`src/rtl/mem_access_stage_if.sv`:
```
// mem_access_stage_if: EX/MEM request fields, data-memory bus and pipeline control of the MEM stage
interface mem_access_stage_if #(parameter int ADDR_W = 32);
  logic              MemRead_i;
  logic              MemWrite_i;
  logic [31:0]       Addr_i;
  logic [31:0]       WriteData_i;
  logic              mem_req_o;
  logic              mem_we_o;
  logic [ADDR_W-1:0] mem_addr_o;
  logic [31:0]       mem_wdata_o;
  logic              mem_ack_i;
  logic [31:0]       mem_rdata_i;
  logic [31:0]       MemData_o;
  logic              stall_o;
  logic              err_o;
  modport master (
    input  MemRead_i, MemWrite_i, Addr_i, WriteData_i, mem_ack_i, mem_rdata_i,
    output mem_req_o, mem_we_o, mem_addr_o, mem_wdata_o, MemData_o, stall_o, err_o
  );
  modport slave (
    output MemRead_i, MemWrite_i, Addr_i, WriteData_i, mem_ack_i, mem_rdata_i,
    input  mem_req_o, mem_we_o, mem_addr_o, mem_wdata_o, MemData_o, stall_o, err_o
  );
endinterface

```
`src/rtl/mem_access_stage.sv`:
```
// mem_access_stage: MEM-stage req/ack data-memory controller with pipeline stall; MEM_LAST_BUF_EN adds a last-access read buffer
module mem_access_stage #(
  parameter int ADDR_W  = 32,
  parameter int TIMEOUT = 255
) (
  input logic clk_i,
  input logic rst_i,
  mem_access_stage_if.master bus
);
  typedef enum logic [1:0] {IDLE, BUSY, DONE} state_t;
  state_t            r_state, w_next;
  logic [15:0]       r_cnt;
  logic              r_req, r_we, r_err;
  logic [ADDR_W-1:0] r_addr;
  logic [31:0]       r_wdata, r_md;
  logic              w_access, w_mis, w_hit, w_ack, w_to, w_start, w_stall;
  logic [31:0]       w_hit_data;
  assign w_access = bus.MemRead_i | bus.MemWrite_i;
  assign w_mis    = bus.Addr_i[1:0] != 2'b00;
  assign w_ack    = r_state == BUSY && bus.mem_ack_i;
  assign w_to     = r_state == BUSY && !bus.mem_ack_i && r_cnt == 16'(TIMEOUT - 1);
  assign w_start  = r_state == IDLE && w_access && !w_mis && !w_hit;
`ifdef MEM_LAST_BUF_EN
  logic [ADDR_W-1:0] r_tag;
  logic [31:0]       r_bdata;
  logic              r_valid;
  assign w_hit      = !bus.MemWrite_i && bus.MemRead_i && r_valid && r_tag == bus.Addr_i[ADDR_W-1:0];
  assign w_hit_data = r_bdata;
  // remember the last completed access; a timeout leaves memory contents unknown
  always_ff @(posedge clk_i) begin
    if (rst_i || w_to) r_valid <= 1'b0;
    else if (w_ack) begin
      r_tag   <= r_addr;
      r_bdata <= r_we ? r_wdata : bus.mem_rdata_i;
      r_valid <= 1'b1;
    end
  end
`else
  assign w_hit      = 1'b0;
  assign w_hit_data = 32'd0;
`endif
  // state register
  always_ff @(posedge clk_i) begin
    r_state <= rst_i ? IDLE : w_next;
  end
  // next state and combinational stall
  always_comb begin
    w_next  = r_state;
    w_stall = 1'b0;
    case (r_state)
      IDLE: if (w_access) w_next = (w_mis || w_hit) ? DONE : BUSY;
      BUSY: if (w_ack || w_to) w_next = DONE;
      default: w_next = IDLE;
    endcase
    w_stall = !rst_i && ((r_state == IDLE && w_access) || r_state == BUSY);
  end
  // memory request, timeout counter, error pulse and load result
  always_ff @(posedge clk_i) begin
    if (rst_i) begin
      r_req   <= 1'b0;
      r_we    <= 1'b0;
      r_addr  <= '0;
      r_wdata <= '0;
      r_cnt   <= '0;
      r_err   <= 1'b0;
      r_md    <= '0;
    end else begin
      r_err <= (r_state == IDLE && w_access && w_mis) || w_to;
      if (w_start) begin
        r_req   <= 1'b1;
        r_we    <= bus.MemWrite_i;
        r_addr  <= bus.Addr_i[ADDR_W-1:0];
        r_wdata <= bus.WriteData_i;
        r_cnt   <= '0;
      end else if (w_ack || w_to) r_req <= 1'b0;
      else if (r_state == BUSY) r_cnt <= r_cnt + 16'd1;
      if (w_to) r_md <= '0;
      else if (w_ack && !r_we) r_md <= bus.mem_rdata_i;
      else if (r_state == IDLE && w_access && !w_mis && w_hit) r_md <= w_hit_data;
    end
  end
  assign bus.mem_req_o   = r_req;
  assign bus.mem_we_o    = r_we;
  assign bus.mem_addr_o  = r_addr;
  assign bus.mem_wdata_o = r_wdata;
  assign bus.MemData_o   = r_md;
  assign bus.stall_o     = w_stall;
  assign bus.err_o       = r_err;
endmodule

```
`src/flat_wrapper.sv`:
```
// flat-port wrapper written by rule: the top's interface ports become plain ports
module mem_access_stage_flat 
#(
  parameter int ADDR_W  = 32,
  parameter int TIMEOUT = 255
)
  (clk_i, rst_i, bus_MemRead_i, bus_MemWrite_i, bus_Addr_i, bus_WriteData_i, bus_mem_ack_i, bus_mem_rdata_i, bus_mem_req_o, bus_mem_we_o, bus_mem_addr_o, bus_mem_wdata_o, bus_MemData_o, bus_stall_o, bus_err_o);
  mem_access_stage_if #(.ADDR_W(ADDR_W)) bus_i ();
  input logic clk_i;
  input logic rst_i;
  input wire logic [$bits(bus_i.MemRead_i)-1:0] bus_MemRead_i;
  input wire logic [$bits(bus_i.MemWrite_i)-1:0] bus_MemWrite_i;
  input wire logic [$bits(bus_i.Addr_i)-1:0] bus_Addr_i;
  input wire logic [$bits(bus_i.WriteData_i)-1:0] bus_WriteData_i;
  input wire logic [$bits(bus_i.mem_ack_i)-1:0] bus_mem_ack_i;
  input wire logic [$bits(bus_i.mem_rdata_i)-1:0] bus_mem_rdata_i;
  output wire logic [$bits(bus_i.mem_req_o)-1:0] bus_mem_req_o;
  output wire logic [$bits(bus_i.mem_we_o)-1:0] bus_mem_we_o;
  output wire logic [$bits(bus_i.mem_addr_o)-1:0] bus_mem_addr_o;
  output wire logic [$bits(bus_i.mem_wdata_o)-1:0] bus_mem_wdata_o;
  output wire logic [$bits(bus_i.MemData_o)-1:0] bus_MemData_o;
  output wire logic [$bits(bus_i.stall_o)-1:0] bus_stall_o;
  output wire logic [$bits(bus_i.err_o)-1:0] bus_err_o;
  assign bus_i.MemRead_i = bus_MemRead_i;
  assign bus_i.MemWrite_i = bus_MemWrite_i;
  assign bus_i.Addr_i = bus_Addr_i;
  assign bus_i.WriteData_i = bus_WriteData_i;
  assign bus_i.mem_ack_i = bus_mem_ack_i;
  assign bus_i.mem_rdata_i = bus_mem_rdata_i;
  assign bus_mem_req_o = bus_i.mem_req_o;
  assign bus_mem_we_o = bus_i.mem_we_o;
  assign bus_mem_addr_o = bus_i.mem_addr_o;
  assign bus_mem_wdata_o = bus_i.mem_wdata_o;
  assign bus_MemData_o = bus_i.MemData_o;
  assign bus_stall_o = bus_i.stall_o;
  assign bus_err_o = bus_i.err_o;
  mem_access_stage #(.ADDR_W(ADDR_W), .TIMEOUT(TIMEOUT)) u_core (.clk_i(clk_i), .rst_i(rst_i), .bus(bus_i));
endmodule
```
`config.mk`:
```
export PLATFORM = sky130hd
export DESIGN_NAME = mem_access_stage_flat
export DESIGN_NICKNAME = d
export VERILOG_FILES = /design/src/rtl/mem_access_stage_if.sv /design/src/rtl/mem_access_stage.sv /design/src/flat_wrapper.sv
export SDC_FILE = /design/constraint.sdc
export NUM_CORES = 1
export LEC_CHECK = 0
export BUFFER_PORTS_ARGS = -buffer_cell sky130_fd_sc_hd__buf_2
export CORE_MARGIN = 8
export CORE_UTILIZATION = 42
export DETAILED_ROUTE_END_ITERATION = 10
export PLACE_DENSITY_LB_ADDON = 0.15
export SETUP_SLACK_MARGIN = 0.2
export SLEW_MARGIN = 20
export SYNTH_ARGS = -nofsm -noshare
export SYNTH_HDL_FRONTEND = slang
export SYNTH_SLANG_ARGS = --single-unit
```
`constraint.sdc`:
```
create_clock -name clk_i -period 5.3 [get_ports clk_i]
set_input_delay 0 -clock clk_i [delete_from_list [all_inputs] [get_ports clk_i]]
set_output_delay 0 -clock clk_i [all_outputs]
set_load 0.05 [all_outputs]
```
Yosys cells after proc, flatten, opt, wreduce, memory -nomap -nowiden
Index checks and enable logic that the tools add are counted.
{ "classes": {"n_eq_ne": 4, "n_bitwise": 2, "add_sub_neg": 1, "muxes": 6, "reduce_logical": 22} }
{ "op_table": {"columns": ["operator", "count"], "rows": [
  ["$add A16 B1 Y16 const B", 1],
  ["$eq A16 B8 Y1 const B", 1],
  ["$logic_and A1 B1 Y1", 8],
  ["$mux W2", 3],
  ["$logic_not A1 Y1", 4],
  ["$ne A2 B1 Y1 const B", 2],
  ["$pmux W2 S2", 1],
  ["$reduce_and A2 Y1", 2],
  ["$reduce_bool A2 Y1", 2],
  ["$reduce_or A2 Y1", 2],
  ["$logic_or A1 B1 Y1", 3],
  ["$eq A2 B1 Y1 const B", 1],
  ["$logic_not A2 Y1", 1],
  ["$mux W1", 2],
  ["$not A1 Y1", 1],
  ["$or A1 B1 Y1", 1]
]} }
{ "word_totals": {"regBits": 117, "input_bits": 101} }

Logic depth before layout (Yosys ltp)
{ "depth": {"depth_word": 6, "ltp_mapped": 7, "depth_no_buf": 6} }

Least setup slack after synthesis
Ideal clock, no wire load.
{ "synth_path": {"path_kind": "reg2reg", "start": "reg u_core.r_state[0]", "end": "reg u_core.r_state[1]", "synth_period_minus_slack_ns": 1.945, "arrival_ns": 1.881, "path_buffers": 0, "required_time_ns": 5.236, "setup_slack_ns": 3.355, "path_stages_with_launch": 4, "cell_sequence": "dfxtp_1 > inv_1 > a211oi_1 > o211a_1"} }
{ "synth_via": {"elab_chain_len": 6, "word_cells_on_any_way": 10, "classes_between": "3 x eq/ne; 1 x mux; 6 x reduce/logical"} }
{ "synth_rtl": {"columns": ["item", "line", "text"], "rows": [
  ["start: declaration", "mem_access_stage.sv:11", "state_t r_state, w_next;"],
  ["start signal: assignment", "mem_access_stage.sv:44", "r_state <= rst_i ? IDLE : w_next;"],
  ["$eq A2 B1 Y1", "mem_access_stage.sv:20, mem_access_stage.sv:21, mem_access_stage.sv:50", null],
  ["$logic_and A1 B1 Y1 (2 in a row)", "mem_access_stage.sv:21", "assign w_to = r_state == BUSY && !bus.mem_ack_i && r_cnt == 16'(TIMEOUT - 1);"],
  ["$logic_or A1 B1 Y1", "mem_access_stage.sv:52", "BUSY: if (w_ack || w_to) w_next = DONE;"],
  ["$ne A2 B1 Y1 (no source line)", null, null],
  ["$reduce_and A2 Y1 (no source line)", null, null]
]} }
Parallel ways exist; a longest one is shown, timed or not.
A chain may end at the register's enable or synchronous reset.

Worst setup path after layout
{ "layout_path": {"start": "reg u_core.r_cnt[9]", "end": "reg u_core.r_md[4] (netlist: u_core.bus.MemData_o[4])"} }
{ "layout_via": {"elab_chain_len": 3} }
{ "layout_rtl": {"columns": ["item", "line", "text"], "rows": [
  ["start: declaration", "mem_access_stage.sv:12", "logic [15:0] r_cnt;"],
  ["start signal: assignment", "mem_access_stage.sv:76", "else if (r_state == BUSY) r_cnt <= r_cnt + 16'd1;"],
  ["$eq A16 B8 Y1", "mem_access_stage.sv:21", null],
  ["$logic_and A1 B1 Y1", "mem_access_stage.sv:21", null],
  ["$reduce_or A2 Y1 (no source line)", null, null],
  ["end signal: assignment", "mem_access_stage.sv:78", "else if (w_ack && !r_we) r_md <= bus.mem_rdata_i;"],
  ["end signal: assignment", "mem_access_stage.sv:79", "else if (r_state == IDLE && w_access && !w_mis && w_hit) r_md <= w_hit_data;"],
  ["end: declaration", "mem_access_stage.sv:15", "logic [31:0] r_wdata, r_md;"]
]} }
Every way passes these cells.

==> flow_results.org <==
** Run status
- The flow ran to the end, and the final reports show no timing, DRC or antenna violations.

** Setup path
- The critical path is of the register to register type.
- Data required, critical path :: ~5.6 ns
- Of all nets on the critical path, the largest fanout is 32.
- Endpoint kind of the worst setup timing path :: register
- Arrival time of data at the critical path endpoint :: approximately 2.6 ns
- Worst Setup Start Kind :: register

** Power
- Power density cells :: between 300 and 400 nW/um^2
- Summed over all cells, the static leakage comes to 2.99 nW.
- Switching power :: approximately 620 uW
- VDD sags by at most between 0.2 and 0.25 mV.
- Net switching share of the total power :: between 20% and 30%
- Sequential share of power :: 40.6%
- Combinational fraction of design power :: around an eighth
- Cell internal power dissipation :: between 1.5 and 2 mW
- The completed layout was analyzed and its total power is approximately 2.3 mW.
- The clock network burns between 40% and 50% of the power.

** Clock network
- The clock reaches the later pin of the worst-skew pair after around 0.51 ns.
- CTS buffer count :: 17
- Clock slew at reported path FFs :: 0.06 ns
- The clock passes through at most 2 buffers.
- The clock tree synthesis step divided the H-tree into 4 levels.
- Clk sink count :: 117
- TritonCTS clock tree :: built
- The tree is rooted in a sky130_fd_sc_hd__clkbuf_8.
- Post CTS Setup Buffer Count :: 0

** Route
- Dividing the detail-routed wire length by the instance count gives between 15 and 20 um.
- Violation count after the first detailed-routing iteration :: roughly 290
- Antenna-violating nets left :: 0
- For this block, the via count after detailed routing is about 4.8k.
- After detailed routing, the number of remaining DRC violations is 0.
- Final wirelength :: between 10000 and 15000 um
- First-pass iteration count of the detailed router :: 5
- Average via count per standard cell :: between 4 and 5

** Job
- Maxcap violations :: 0

** Hold path
- In this run the worst hold path is classified as input port to register.

** Layout
- Layout cells sized above 1 :: just under 30%
- The area growth from synthesis to layout is 60.8%.
- Cells fill between 60% and 70% of the core in the end.
- Counting the fill cells in the layout gives just under 800.
- Post-layout nets :: between 900 and 1k

** Timing
- Number of setup violations in the final report :: 0
- For this run, the top clock speed supported by timing is 436 MHz.
- Max-slew headroom at the worst pin :: between 20% and 30%
- Period utilisation layout :: between 40% and 50%
- Final Worst Setup Slack :: 3.01 ns
- Setup repair after global routing left no endpoint under its margin.
- Worst Clk Skew :: between 0.006 and 0.007 ns
- Accumulated negative setup slack :: 0 ns
- Actual slew at the worst max-slew pin :: around 1.1 ns
- Tmin final :: approximately 2.3 ns
- The final-report hold violation count was 0.
- Worst hold slack :: 0.0264 ns
- The total count of max-transition violations in the final report is 0.

** Placement
- At the placement stage, the worst setup path has a slack of between 3 and 4 ns.
- In this run the tool buffered the top-level ports with 200 buffer cells.
- DPL Wire Length :: about 9000 um
- Routability-driven placement finished with a final weighted congestion of 0.781.

** Global routing
- The initial antenna violation count is 0.
- Entering global routing, the biggest net connects 70 pins.
- For this run, the total global-route usage over all layers was measured as roughly a fifth.
- Grt ovf :: 0
- The via count of the first global-routing pass came to about 4.9k.
- Wire length of the first global-routing pass :: between 20000 and 25000 um

** Synth
- Averaged over all synthesized cells, the footprint is around 8.0 um^2.
- The netlist uses 37 different library cells.
- Post-synth net total :: between 600 and 700
- Synthesis inferred 117 register bits.
- Gate Count Post-Synth :: 540
- Most used standard cells in the synthesized netlist :: sky130_fd_sc_hd__nand2_1 (193), sky130_fd_sc_hd__dfxtp_1 (117), sky130_fd_sc_hd__a21oi_1 (110)
- By area the synthesized netlist is led by sky130_fd_sc_hd__dfxtp_1 (54%), sky130_fd_sc_hd__nand2_1 (17%), sky130_fd_sc_hd__a21oi_1 (13%), sky130_fd_sc_hd__clkbuf_1 (2.5%), sky130_fd_sc_hd__or3_1 (2.0%).
- For this run, the leading register cell type out of synthesis is sky130_fd_sc_hd__dfxtp_1.
- Synth warnings :: 0
- In this run the biggest area consumer among cell types represents between 50% and 60% of the synthesized area.
- Count of flip-flops with a built-in enable after synthesis :: 0
- Of all cell types, the one taking the most synthesized area is sky130_fd_sc_hd__dfxtp_1.
- Mapped cell area :: ~4300 um^2
- For this run, the register share of the synthesized area comes to 54.4%.
- By instance count, the leading cell after synthesis is sky130_fd_sc_hd__nand2_1.
- For this run, asynchronously set or reset flops after synthesis account for 0%.

** Floorplan
- Initial Util :: between 40% and 50%
- The die covers between 10000 and 15000 um^2.
- The core region is between 10000 and 15000 um^2.
- After floorplanning, the core was divided into 37 placement rows.
- Measured along the y axis, the die boundary spans roughly 120 um.
- Horizontal die dimension :: around 120 um
- In this run the count of I/O pins placed on the die edge is ~200.
## stage by stage
stage          instance area (um^2)  cells
2_1_floorplan                  4310    540
3_3_place_gp                   5380    846
3_5_place_dp                   5380    846
4_1_cts                        6910    976
5_1_grt                        6930    977
6_report                       6930    978
## state kept, by name, indices dropped and copies added (netlist names)
name                    count
u_core.bus.mem_addr_o      32
u_core.bus.MemData_o       32
u_core.bus.mem_we_o         1
u_core.bus.err_o            1
u_core.r_state              2
u_core.r_cnt               16
u_core.bus.mem_wdata_o     32
u_core.bus.mem_req_o        1
## layer usage
layer | share of wire [%] | GRT usage [%] | vias to the layer above
li1 | - | - | 2377
met1 | 37 | 22.5 | 2209
met2 | 50 | 36.2 | 213
met3 | 11 | 8.83 | 33
met4 | 2.4 | 10.7 | 0
met5 | 0 | 0 | -
## cell type report
type / count / area (um^2) / share of cell area (%)
antenna: 1 / 2.50 / 0.0361
sequential: 117 / 2340 / 33.8
clock buffer: 17 / 414 / 5.98
timing repair buffer: 303 / 2020 / 29.2
inverter: 4 / 15.0 / 0.217
multi-input combinational: 385 / 1830 / 26.4
tap: 136 / 170 / 2.46
clock inverter: 15 / 134 / 1.93
## final timing paths
| check | startpoint | cells past startpoint | to | slack, ns |
|---|---|---|---|---|
| setup / recovery | u_core.r_cnt[9]$_SDFFE_PP0P_ | 4 | u_core.bus.MemData_o[4]$_SDFFE_PP0P_ | 3.01 |
| hold / removal | bus_mem_ack_i | 3 | u_core.bus.mem_req_o$_SDFFE_PP0P_ | 0.03 |
| setup reg to reg | u_core.r_cnt[9]$_SDFFE_PP0P_ | 4 | u_core.bus.MemData_o[4]$_SDFFE_PP0P_ | 3.01 |
| hold reg to reg | u_core.bus.mem_wdata_o[28]$_SDFFE_PP0P_ | 2 | u_core.bus.mem_wdata_o[28]$_SDFFE_PP0P_ | 0.45 |
## power groups by stage
stage                     clock, mW  combinational (mW)  sequential [mW]
final                          1.04               0.303            0.922
after global routing           1.10               0.323            0.924
after floorplan                   0              0.0693             1.03
after global placement            0               0.239            0.938
after detailed placement          0               0.241            0.940
after CTS                      1.06               0.298            0.921
## cells by family (layout without fill, tap and decap cells)
family	after synthesis	count (layout)	share of synthesized area (%)
compound gates	129	129	15.5
xor+xnor	2	2	0.407
fa+ha+maj	2	2	0.581
buf+inv	38	339	3.46
flops	117	117	54.4
other cells	0	1	0
simple gates	252	252	25.7
## what timing repair did
action,in CTS,in global routing
endpoints found under the hold margin,97,0
setup endpoints to repair,0,0
hold buffers,98,0
resized for setup,0,0
## placed cells by master (no fill, tap or decap), types with 3 or more instances in the layout
cell type and n:
sky130_fd_sc_hd__buf_2 200, sky130_fd_sc_hd__nand2_1 193, sky130_fd_sc_hd__dfxtp_1 117, sky130_fd_sc_hd__a21oi_1 110
sky130_fd_sc_hd__dlygate4sd3_1 98, sky130_fd_sc_hd__clkbuf_16 16, sky130_fd_sc_hd__or3_1 13, sky130_fd_sc_hd__o21ai_0 11
sky130_fd_sc_hd__nor2_1 6, sky130_fd_sc_hd__nand3_1 6, sky130_fd_sc_hd__nand4_1 6, sky130_fd_sc_hd__clkinvlp_4 6
sky130_fd_sc_hd__and2_1 5, sky130_fd_sc_hd__inv_1 4, sky130_fd_sc_hd__buf_4 4, sky130_fd_sc_hd__or4_1 3
sky130_fd_sc_hd__clkinv_2 3, sky130_fd_sc_hd__clkinv_4 3
## worst max-delay path: stages, from the launching register on
cell	delay [ns]
sky130_fd_sc_hd__dfxtp_1	0.34
sky130_fd_sc_hd__or4_1	0.53
sky130_fd_sc_hd__nor4_2	0.33
sky130_fd_sc_hd__a21o_1	0.83
sky130_fd_sc_hd__a21oi_1	0.09
Power figures use the tool's default switching activity.
